File: config.mk
export PLATFORM = sky130hd
export DESIGN_NAME = vending_machine_gen2
export DESIGN_NICKNAME = d
export VERILOG_FILES = /design/src/rtl/vm_pkg.sv /design/src/rtl/vm_change_sel.sv /design/src/rtl/vending_machine_gen2.sv
export SDC_FILE = /design/constraint.sdc
export NUM_CORES = 1
export LEC_CHECK = 0
export BUFFER_PORTS_ARGS = -buffer_cell sky130_fd_sc_hd__buf_4
export CORE_MARGIN = 1
export CORE_UTILIZATION = 45
export DETAILED_ROUTE_END_ITERATION = 8
export PLACE_DENSITY = 0.65
export RECOVER_POWER = 50
export SETUP_SLACK_MARGIN = 0.2
export SLEW_MARGIN = 20
export SYNTH_ARGS = -nofsm -noshare
export SYNTH_HDL_FRONTEND = slang
export SYNTH_SLANG_ARGS = --single-unit
export TNS_END_PERCENT = 20
File: constraint.sdc
create_clock -name Clk -period 3 [get_ports Clk]
set_clock_uncertainty 0.05 [all_clocks]
set_input_delay 0.3 -clock Clk [delete_from_list [all_inputs] [get_ports Clk]]
set_output_delay 0.3 -clock Clk [all_outputs]
set_load 0.005 [all_outputs]
File: src/rtl/vm_pkg.sv
// rtl/vm_pkg.sv - coin codes, change codes and state encoding for vending_machine_gen2
package vm_pkg;

   localparam logic [2:0] COIN_NONE    = 3'b000;
   localparam logic [2:0] COIN_NICKEL  = 3'b001;
   localparam logic [2:0] COIN_DIME    = 3'b010;
   localparam logic [2:0] COIN_QUARTER = 3'b101;

   localparam logic [2:0] VAL_NICKEL  = 3'd1;
   localparam logic [2:0] VAL_DIME    = 3'd2;
   localparam logic [2:0] VAL_QUARTER = 3'd5;

   localparam logic [1:0] CHG_NONE    = 2'b00;
   localparam logic [1:0] CHG_NICKEL  = 2'b01;
   localparam logic [1:0] CHG_DIME    = 2'b10;
   localparam logic [1:0] CHG_QUARTER = 2'b11;

   typedef enum logic [1:0] {
      ST_IDLE    = 2'd0,
      ST_COLLECT = 2'd1,
      ST_VEND    = 2'd2,
      ST_CHANGE  = 2'd3
   } vm_state_t;

   // Value in nickel units; zero marks an invalid (or absent) coin code.
   function automatic logic [2:0] coin_value(input logic [2:0] code);
      logic [2:0] v;
      v = 3'd0;
      case (code)
         COIN_NICKEL:  v = VAL_NICKEL;
         COIN_DIME:    v = VAL_DIME;
         COIN_QUARTER: v = VAL_QUARTER;
         default:      v = 3'd0;
      endcase
      return v;
   endfunction

endpackage

File: src/rtl/vm_change_sel.sv
// rtl/vm_change_sel.sv - greedy largest-coin-first change selector (combinational)
module vm_change_sel
   import vm_pkg::*;
#(
   parameter int CREDIT_W = 6
) (
   input  logic [CREDIT_W-1:0] credit,
   output logic [1:0]          chg_code,
   output logic [2:0]          chg_value
);

   always_comb begin
      chg_code  = CHG_NICKEL;
      chg_value = VAL_NICKEL;
      if (credit >= CREDIT_W'(VAL_QUARTER)) begin
         chg_code  = CHG_QUARTER;
         chg_value = VAL_QUARTER;
      end else if (credit >= CREDIT_W'(VAL_DIME)) begin
         chg_code  = CHG_DIME;
         chg_value = VAL_DIME;
      end
   end

endmodule

File: src/rtl/vending_machine_gen2.sv
// rtl/vending_machine_gen2.sv - parametrised vending FSM with serial change return
// Optional stock counter / sold_out enabled by defining VM_STOCK_EN.
module vending_machine_gen2
   import vm_pkg::*;
#(
   parameter int PRICE_UNITS = 5,
   parameter int CREDIT_W    = 6
`ifdef VM_STOCK_EN
   ,
   parameter logic [7:0] STOCK_INIT = 8'd10
`endif
) (
   input  logic                Clk,
   input  logic                Reset_n,
   input  logic [2:0]          Coin,
   input  logic                Cancel,
   input  logic                chg_ready,
`ifdef VM_STOCK_EN
   input  logic                Restock,
   output logic                sold_out,
`endif
   output logic                vending,
   output logic                coin_reject,
   output logic                chg_valid,
   output logic [1:0]          chg_coin,
   output logic [CREDIT_W-1:0] credit,
   output logic                busy
);

   generate
      if ((PRICE_UNITS < 1) || (PRICE_UNITS > (1 << CREDIT_W) - 1)) begin : g_bad_price
         $error("vending_machine_gen2: PRICE_UNITS out of range for CREDIT_W");
      end
   endgenerate

   localparam logic [CREDIT_W-1:0] PRICE = CREDIT_W'(PRICE_UNITS);

   vm_state_t           state, state_nx;
   logic [CREDIT_W-1:0] credit_q, credit_nx;
   logic                reject_q, reject_nx;
   logic [1:0]          sel_code;
   logic [2:0]          sel_value;
   logic [2:0]          cval;
   logic [CREDIT_W:0]   sum;
   logic                stock_block;

   vm_change_sel #(.CREDIT_W(CREDIT_W)) u_sel (
      .credit    (credit_q),
      .chg_code  (sel_code),
      .chg_value (sel_value)
   );

`ifdef VM_STOCK_EN
   logic [7:0] stock_q;

   // Restock wins over the decrement at VEND exit.
   always_ff @(posedge Clk or negedge Reset_n) begin
      if (!Reset_n)
         stock_q <= STOCK_INIT;
      else if (Restock)
         stock_q <= STOCK_INIT;
      else if (state == ST_VEND && stock_q != 8'd0)
         stock_q <= stock_q - 8'd1;
   end

   assign sold_out    = (stock_q == 8'd0);
   assign stock_block = sold_out && (state == ST_IDLE);
`else
   assign stock_block = 1'b0;
`endif

   always_ff @(posedge Clk or negedge Reset_n) begin
      if (!Reset_n) begin
         state    <= ST_IDLE;
         credit_q <= '0;
         reject_q <= 1'b0;
      end else begin
         state    <= state_nx;
         credit_q <= credit_nx;
         reject_q <= reject_nx;
      end
   end

   always_comb begin
      state_nx  = state;
      credit_nx = credit_q;
      reject_nx = 1'b0;
      cval      = coin_value(Coin);
      // Top bit of sum set means the credit register would wrap.
      sum       = (CREDIT_W+1)'(credit_q) + (CREDIT_W+1)'(cval);
      case (state)
         ST_IDLE, ST_COLLECT: begin
            if (state == ST_COLLECT && Cancel) begin
               state_nx  = ST_CHANGE;
               reject_nx = (Coin != COIN_NONE);
            end else if (Coin != COIN_NONE) begin
               if (cval != 3'd0 && !sum[CREDIT_W] && !stock_block) begin
                  credit_nx = sum[CREDIT_W-1:0];
                  state_nx  = (credit_nx >= PRICE) ? ST_VEND : ST_COLLECT;
               end else begin
                  reject_nx = 1'b1;
               end
            end
         end
         ST_VEND: begin
            reject_nx = (Coin != COIN_NONE);
            credit_nx = credit_q - PRICE;
            state_nx  = (credit_nx == '0) ? ST_IDLE : ST_CHANGE;
         end
         ST_CHANGE: begin
            reject_nx = (Coin != COIN_NONE);
            if (chg_ready) begin
               credit_nx = credit_q - CREDIT_W'(sel_value);
               if (credit_nx == '0)
                  state_nx = ST_IDLE;
            end
         end
         default: state_nx = ST_IDLE;
      endcase
   end

   assign vending     = (state == ST_VEND);
   assign chg_valid   = (state == ST_CHANGE);
   assign chg_coin    = chg_valid ? sel_code : CHG_NONE;
   assign busy        = vending || chg_valid;
   assign credit      = credit_q;
   assign coin_reject = reject_q;

   always @(posedge Clk) begin
      if (Reset_n) begin
         if (state == ST_VEND)
            assert (credit_q >= PRICE);
         if (state == ST_CHANGE && chg_ready)
            assert (credit_q >= CREDIT_W'(sel_value));
      end
   end

endmodule

# Word-level counts from Yosys, hierarchy flattened
# Index checks and enable logic that the tools add are counted.
[classes] add_sub_neg=3 order_cmp=3 n_eq_ne=13 mux=23 reduce_logical=13
[ops] operator="6-bit 2-to-1 mux" count=4
[ops] operator="2-bit 2-to-1 mux" count=11
[ops] operator="6-bit case mux with 3 select lines" count=1
[ops] operator="6-bit by 3-bit greater-or-equal comparator with 1-bit output, second input constant" count=2
[ops] operator="6-bit logical NOT" count=2
[ops] operator="3-bit case mux with 3 select lines" count=1
[ops] operator="2-bit inequality test, second input constant" count=4
[ops] operator="4-bit AND reduction" count=2
[ops] operator="6-bit by 3-bit adder with 7-bit output" count=1
[ops] operator="6-bit by 2-bit greater-or-equal comparator with 1-bit output, second input constant" count=1
[ops] operator="3-bit inequality test, second input constant" count=2
[ops] operator="2-bit case mux with 3 select lines" count=1
[ops] operator="3-bit nonzero test" count=2
[ops] operator="6-bit by 3-bit subtractor with 6-bit output" count=1
[ops] operator="6-bit by 3-bit subtractor with 6-bit output, second input constant" count=1
[ops] operator="2-bit == test, second input constant" count=2
[ops] operator="2-bit OR reduction" count=2
[ops] operator="3-bit by 1-bit == test with 1-bit output, second input constant" count=1
[ops] operator="3-bit by 2-bit == test with 1-bit output, second input constant" count=1
[ops] operator="3-bit == test, second input constant" count=1
[ops] operator="1-bit 2-to-1 mux" count=3
[ops] operator="3-bit 2-to-1 mux" count=1
[ops] operator="2-bit by 1-bit == test with 1-bit output, second input constant" count=1
[ops] operator="1-bit logical AND" count=2
[ops] operator="other kinds (5)" count=5
[totals] register_bits=9 elab_cells=58

# Depth between registers and ports, before layout
[logic_depth] ltp_word=9 mapped_depth=15 depth_no_buf=15

# Cells and area by module
# A second synthesis with hierarchy kept.
[unflattened] hier_cells=135 area_unflattened_um2=1063.5
[modules_own_cells] module="vending_machine_gen2" n_inst=1 cells_per_inst=125 area_each_um2=998.5 seq_area_each_um2=225.2
[modules_own_cells] module="vm_change_sel" n_inst=1 cells_per_inst=10 area_each_um2=65.1 seq_area_each_um2=0.0

# Least setup slack after synthesis
# OpenSTA, ideal clock, no wires.
[synth_timing] kind="reg-to-reg" startpoint="register credit_q[1], in the netlist credit[1]" endpoint="register state[0]" arrival_ns=3.011 required_time_ns=2.825 setup_slack_ns=-0.186 path_stages_with_launch=15 n_path_buf=0 path_cell_list="dfrtp_1 inv_1 ha_1 inv_1 o21ai_0 and3_1 nor2b_1 inv_1 ha_1 fa_1 nand2b_1 o22ai_1 a31oi_1 nor3_2 mux2_4"
[synth_via] elab_chain_cells=7 elab_cells_between_ends=21 classes_between="add/sub (3); order compare (3); eq/ne (2); mux (8); reduce/logical (5)"
[synth_rtl] element="start, declared" line_no="vending_machine_gen2.sv:39" text="logic [CREDIT_W-1:0] credit_q, credit_nx;"
[synth_rtl] element="start signal, assigned" line_no="vending_machine_gen2.sv:79" text="credit_q <= credit_nx;"
[synth_rtl] element="6-bit by 2-bit greater-or-equal comparator with 1-bit output / 6-bit by 3-bit adder with 7-bit output (equally long branches)" line_no="vm_change_sel.sv:18, vending_machine_gen2.sv:90"
[synth_rtl] element="2-bit 2-to-1 mux / 6-bit by 3-bit greater-or-equal comparator with 1-bit output (equally long branches)" line_no="vm_change_sel.sv:18, vending_machine_gen2.sv:99"
[synth_rtl] element="3-bit 2-to-1 mux / 2-bit 2-to-1 mux (equally long branches)" line_no="vm_change_sel.sv:15, vending_machine_gen2.sv:99"
[synth_rtl] element="6-bit by 3-bit subtractor with 6-bit output / 2-bit 2-to-1 mux (equally long branches)" line_no="vending_machine_gen2.sv:113, vending_machine_gen2.sv:97"
[synth_rtl] element="6-bit logical NOT / 2-bit 2-to-1 mux (equally long branches)" line_no="vending_machine_gen2.sv:114, vending_machine_gen2.sv:96"
[synth_rtl] element="2-bit by 1-bit inequality test with 1-bit output (no source line) / 2-bit 2-to-1 mux (equally long branches)"
[synth_rtl] element="4-bit AND reduction (no source line) / 2-bit case mux with 3 select lines (equally long branches)"
[synth_rtl] element="end signal, assigned" line_no="vending_machine_gen2.sv:78" text="state <= state_nx;"
[synth_rtl] element="end, declared" line_no="vending_machine_gen2.sv:38" text="vm_state_t state, state_nx;"
# Several ways; a longest one is shown, not always the timed one. The select of a mux whose other input is x is not followed.
# A chain may end at the register's enable or synchronous reset.

# Final worst setup path
[layout_timing] startpoint="register credit_q[0], in the netlist credit[0]" endpoint="register state[0]"
# Same word-level chain as after synthesis.

==> impl_metrics.toml <==
[pwr]
p_per_area_mw_per_mm2 = 1320
p_leak_uw = 0.000696
p_total_uw = 2120
peakVddDrop_v = 0.000908

[logic_synthesis]
synth_top_area_cell = "dfrtp_1"
synth_cells = 147
synth-seq-cells = 9
synth.cell_area_mm2 = 0.00120
async_reset_ff_share_pct = 100
ys.flop_type = "dfrtp_1"
yosysTopAreaCellShare_pct = 18.7
ys_top_cells_by_area = "dfrtp_1 19%, ha_1 10%, a21oi_1 5.0%, nor2_1 4.7%, o21ai_0 3.7%"
synth-edff-count = 0
synth_area_per_cell_um2 = 8.20
synth_fp_nets = 166
seq_area_frac_synth_pct = 18.7
yosysUniqueCellTypes = 48
synth-warning-count = 0

[route]
dr.pass1.iters = 4
ant_nets = 0
post-route-drc-count = 0
wl_per_cell_um = 16.3
drt_iter0_drc = 33
avgViaCountPerCell = 6.01
wirelength_mm = 3.40
vias = 1257

[critical_path]
critPathMaxFanout = 4
end_kind = "register"
startpoint_type = "register"
crit_path_top_delay_cell = "fa_2"
startpoint = "credit[0]$_DFFE_PN0P_"
criticalPathCategory = "register to register"
critPathMaxStageDelay_ns = 0.54
reg2reg_slack_ns = 0.11
critical_path.reg2reg.startpoint = "credit[0]$_DFFE_PN0P_"
reg2reg_to = "state[0]$_DFFE_PN0P_"
arrival_ns = 2.99
path_cells = "inv_2 -> ha_4 -> inv_2 -> o21ai_2 -> and3_4 -> nor2b_4 -> inv_2 -> ha_4 -> fa_2 -> and3_4 -> a31oi_4 -> nor3_4 -> mux2_4"
reg2reg_depth = 13
cp_data_required_time_ns = 3.10
critPathMostFrequentCell = "inv_2"

[floorplan]
fp.coreArea_mm2 = 0.00250
fp.dieArea_mm2 = 0.00289
die_w_um = 53.7
start_util_pct = 48.2
die_h_um = 53.7
io_pins = 19
num_rows = 18

[sta]
tightest_slew_ns = 0.790
slew-limit-headroom_pct = 47.4
setup_tns_ns = 0
maxSlewViolCount = 0
rsz0062_at_grt = "true"
fin_crit_sh_pct = 96.3
hold_viol_final = 0
fmax_ghz = 0.346
setup_ws_ns = 0.112
hold_ws_ns = 0.261
min_period_ns = 2.89
finalSetupViolCount = 0

[placement]
numPortBuffers = 18
hpwlAfterDp_mm = 2.59
place_congestion = 0.884
place_worst_setup_slack_ns = 0.0200
placed_cells_incl_taps = 197

[global_route]
grt_pass1_wl_mm = 5.24
antenna_found_initial = 0
grt_max_degree = 20
grt_pass1_vias = 1120
grt_use_total_pct = 25.8
grt_remaining_overflow = 0

[worst_hold_path]
min_path_type = "primary input to register"
whs_path_depth = 3
hold_start = "Coin[1]"
hold_end = "coin_reject$_DFF_PN0_"

[finish]
stdcell_count = 209
regArea_um2 = 228
syn_to_final_growth_pct = 33.0
fillers = 227
drive_gt1_share_pct = 35.2
multi_input_area_mm2 = 0.00102
n_antenna_cell = 0
finish.net_count = 199

[clocking]
cts_buffers = 3
cts_tree = "yes"
clock_latency_ns = 0.27
h-tree-depth = 1
cts.sinks = 9
root_buffer = "clkbuf_4"
clock_path_buffers = 2
path_clk_slew_ns = 0.07

[status]
status = "finished, final reports clean"

[job]
drv_cap = 0
==> layout make-up <==
type / count / share of cell area (%)
flip-flops and latches: 9 / 14.2
inverters: 10 / 2.50
well taps: 30 / 2.34
repair buffers: 34 / 15.4
clock buffers: 4 / 1.64
multi-input cells: 122 / 63.9
==> report_power, final <==
| group | total, µW | internal, µW | switching (µW) |
|---|---|---|---|
| clock network | 96.6 | 51.4 | 45.2 |
| logic | 1730 | 835 | 891 |
| registers | 296 | 184 | 111 |
==> state kept, by name, summed over array words and instances, names as in the netlist <==
name	count
credit	6
coin_reject	1
state	2
==> timing repair <==
item,in CTS,in global routing
endpoints found under the setup margin,1,4
cloned,0,0
resized for setup,3,12
hold buffers,1,0
setup buffers,5,2
hold endpoints to repair,9,0
pin swaps,8,9
==> metrics by stage <==
step           cell area (µm²)  util, %
2_1_floorplan             1250        -
3_3_place_gp              1450     58.1
3_5_place_dp              1450     58.1
4_1_cts                   1530     61.3
5_1_grt                   1600     64.1
6_report                  1600     64.1
==> layer usage <==
metal	track usage, %	wire (µm)	vias to the layer above
met5	0	0	-
met4	17.1	107	0
met3	1.13	87	9
met2	40.5	1710	32
met1	33.8	1500	615
li1	-	-	601
==> Yosys cell counts (2+ instances only) <==
library cell  instances
nand2b_1              4
fa_1                  2
nand2_1               8
o21ai_0               9
nor2b_1               4
nor3_1                4
a21o_1                3
clkbuf_1              3
xor2_1                4
buf_2                 2
xnor2_1               3
ha_1                 10
o21ai_1               2
and3_1                3
a211oi_1              4
a31oi_1               3
a21oi_1              12
o211ai_1              2
o22ai_1               3
dfrtp_1               9
mux2i_1               3
nor2_1               15
inv_1                10
==> placed cells by master, fill, tap and decap left out, drive strengths merged, types with 2 or more instances in the layout <==
cell type   n
a211oi      4
a21o        3
a21oi      13
a31oi       3
and2        2
and3        4
buf        28
clkbuf      9
dfrtp       9
fa          2
ha         10
inv        10
mux2i       3
nand2       8
nand2b      5
nor2       15
nor2b       5
nor3        5
o2111ai     2
o211ai      2
o21ai      11
o22ai       3
xnor2       3
xor2        4
==> critical path: cells and delay by family (launching register included) <==
| kind | cells | cell delay [ns] |
|---|---|---|
| AOI/OAI and AO/OA | 2 | 0.18 |
| adders and majority gates | 3 | 0.83 |
| buffers and inverters | 3 | 0.18 |
| DFF | 1 | 0.45 |
| muxes | 1 | 0.31 |
| and+or+nand+nor | 4 | 0.75 |
==> worst max-delay path by stage <==
stage and end:
6_report state[0]$_DFFE_PN0P_, 5_1_grt state[0]$_DFFE_PN0P_, 4_1_cts state[0]$_DFFE_PN0P_, 3_5_place_dp state[0]$_DFFE_PN0P_, 3_3_place_gp state[0]$_DFFE_PN0P_, 2_1_floorplan state[0]$_DFFE_PN0P_
==> logic make-up (layout without fill, tap and decap cells) <==
group                      count (synthesis)  in the layout  synth area share (%)
muxes                                      4              4                  3.74
and+or+nand+nor                           48             48                  22.5
adders and majority gates                 12             12                  13.7
buffers and inverters                     16             48                  5.82
DFF                                        9              9                  18.7
xor gates and xnor gates                   7              7                  5.09
AOI/OAI and AO/OA                         51             51                  30.4
(Power assumes the default switching activity.)
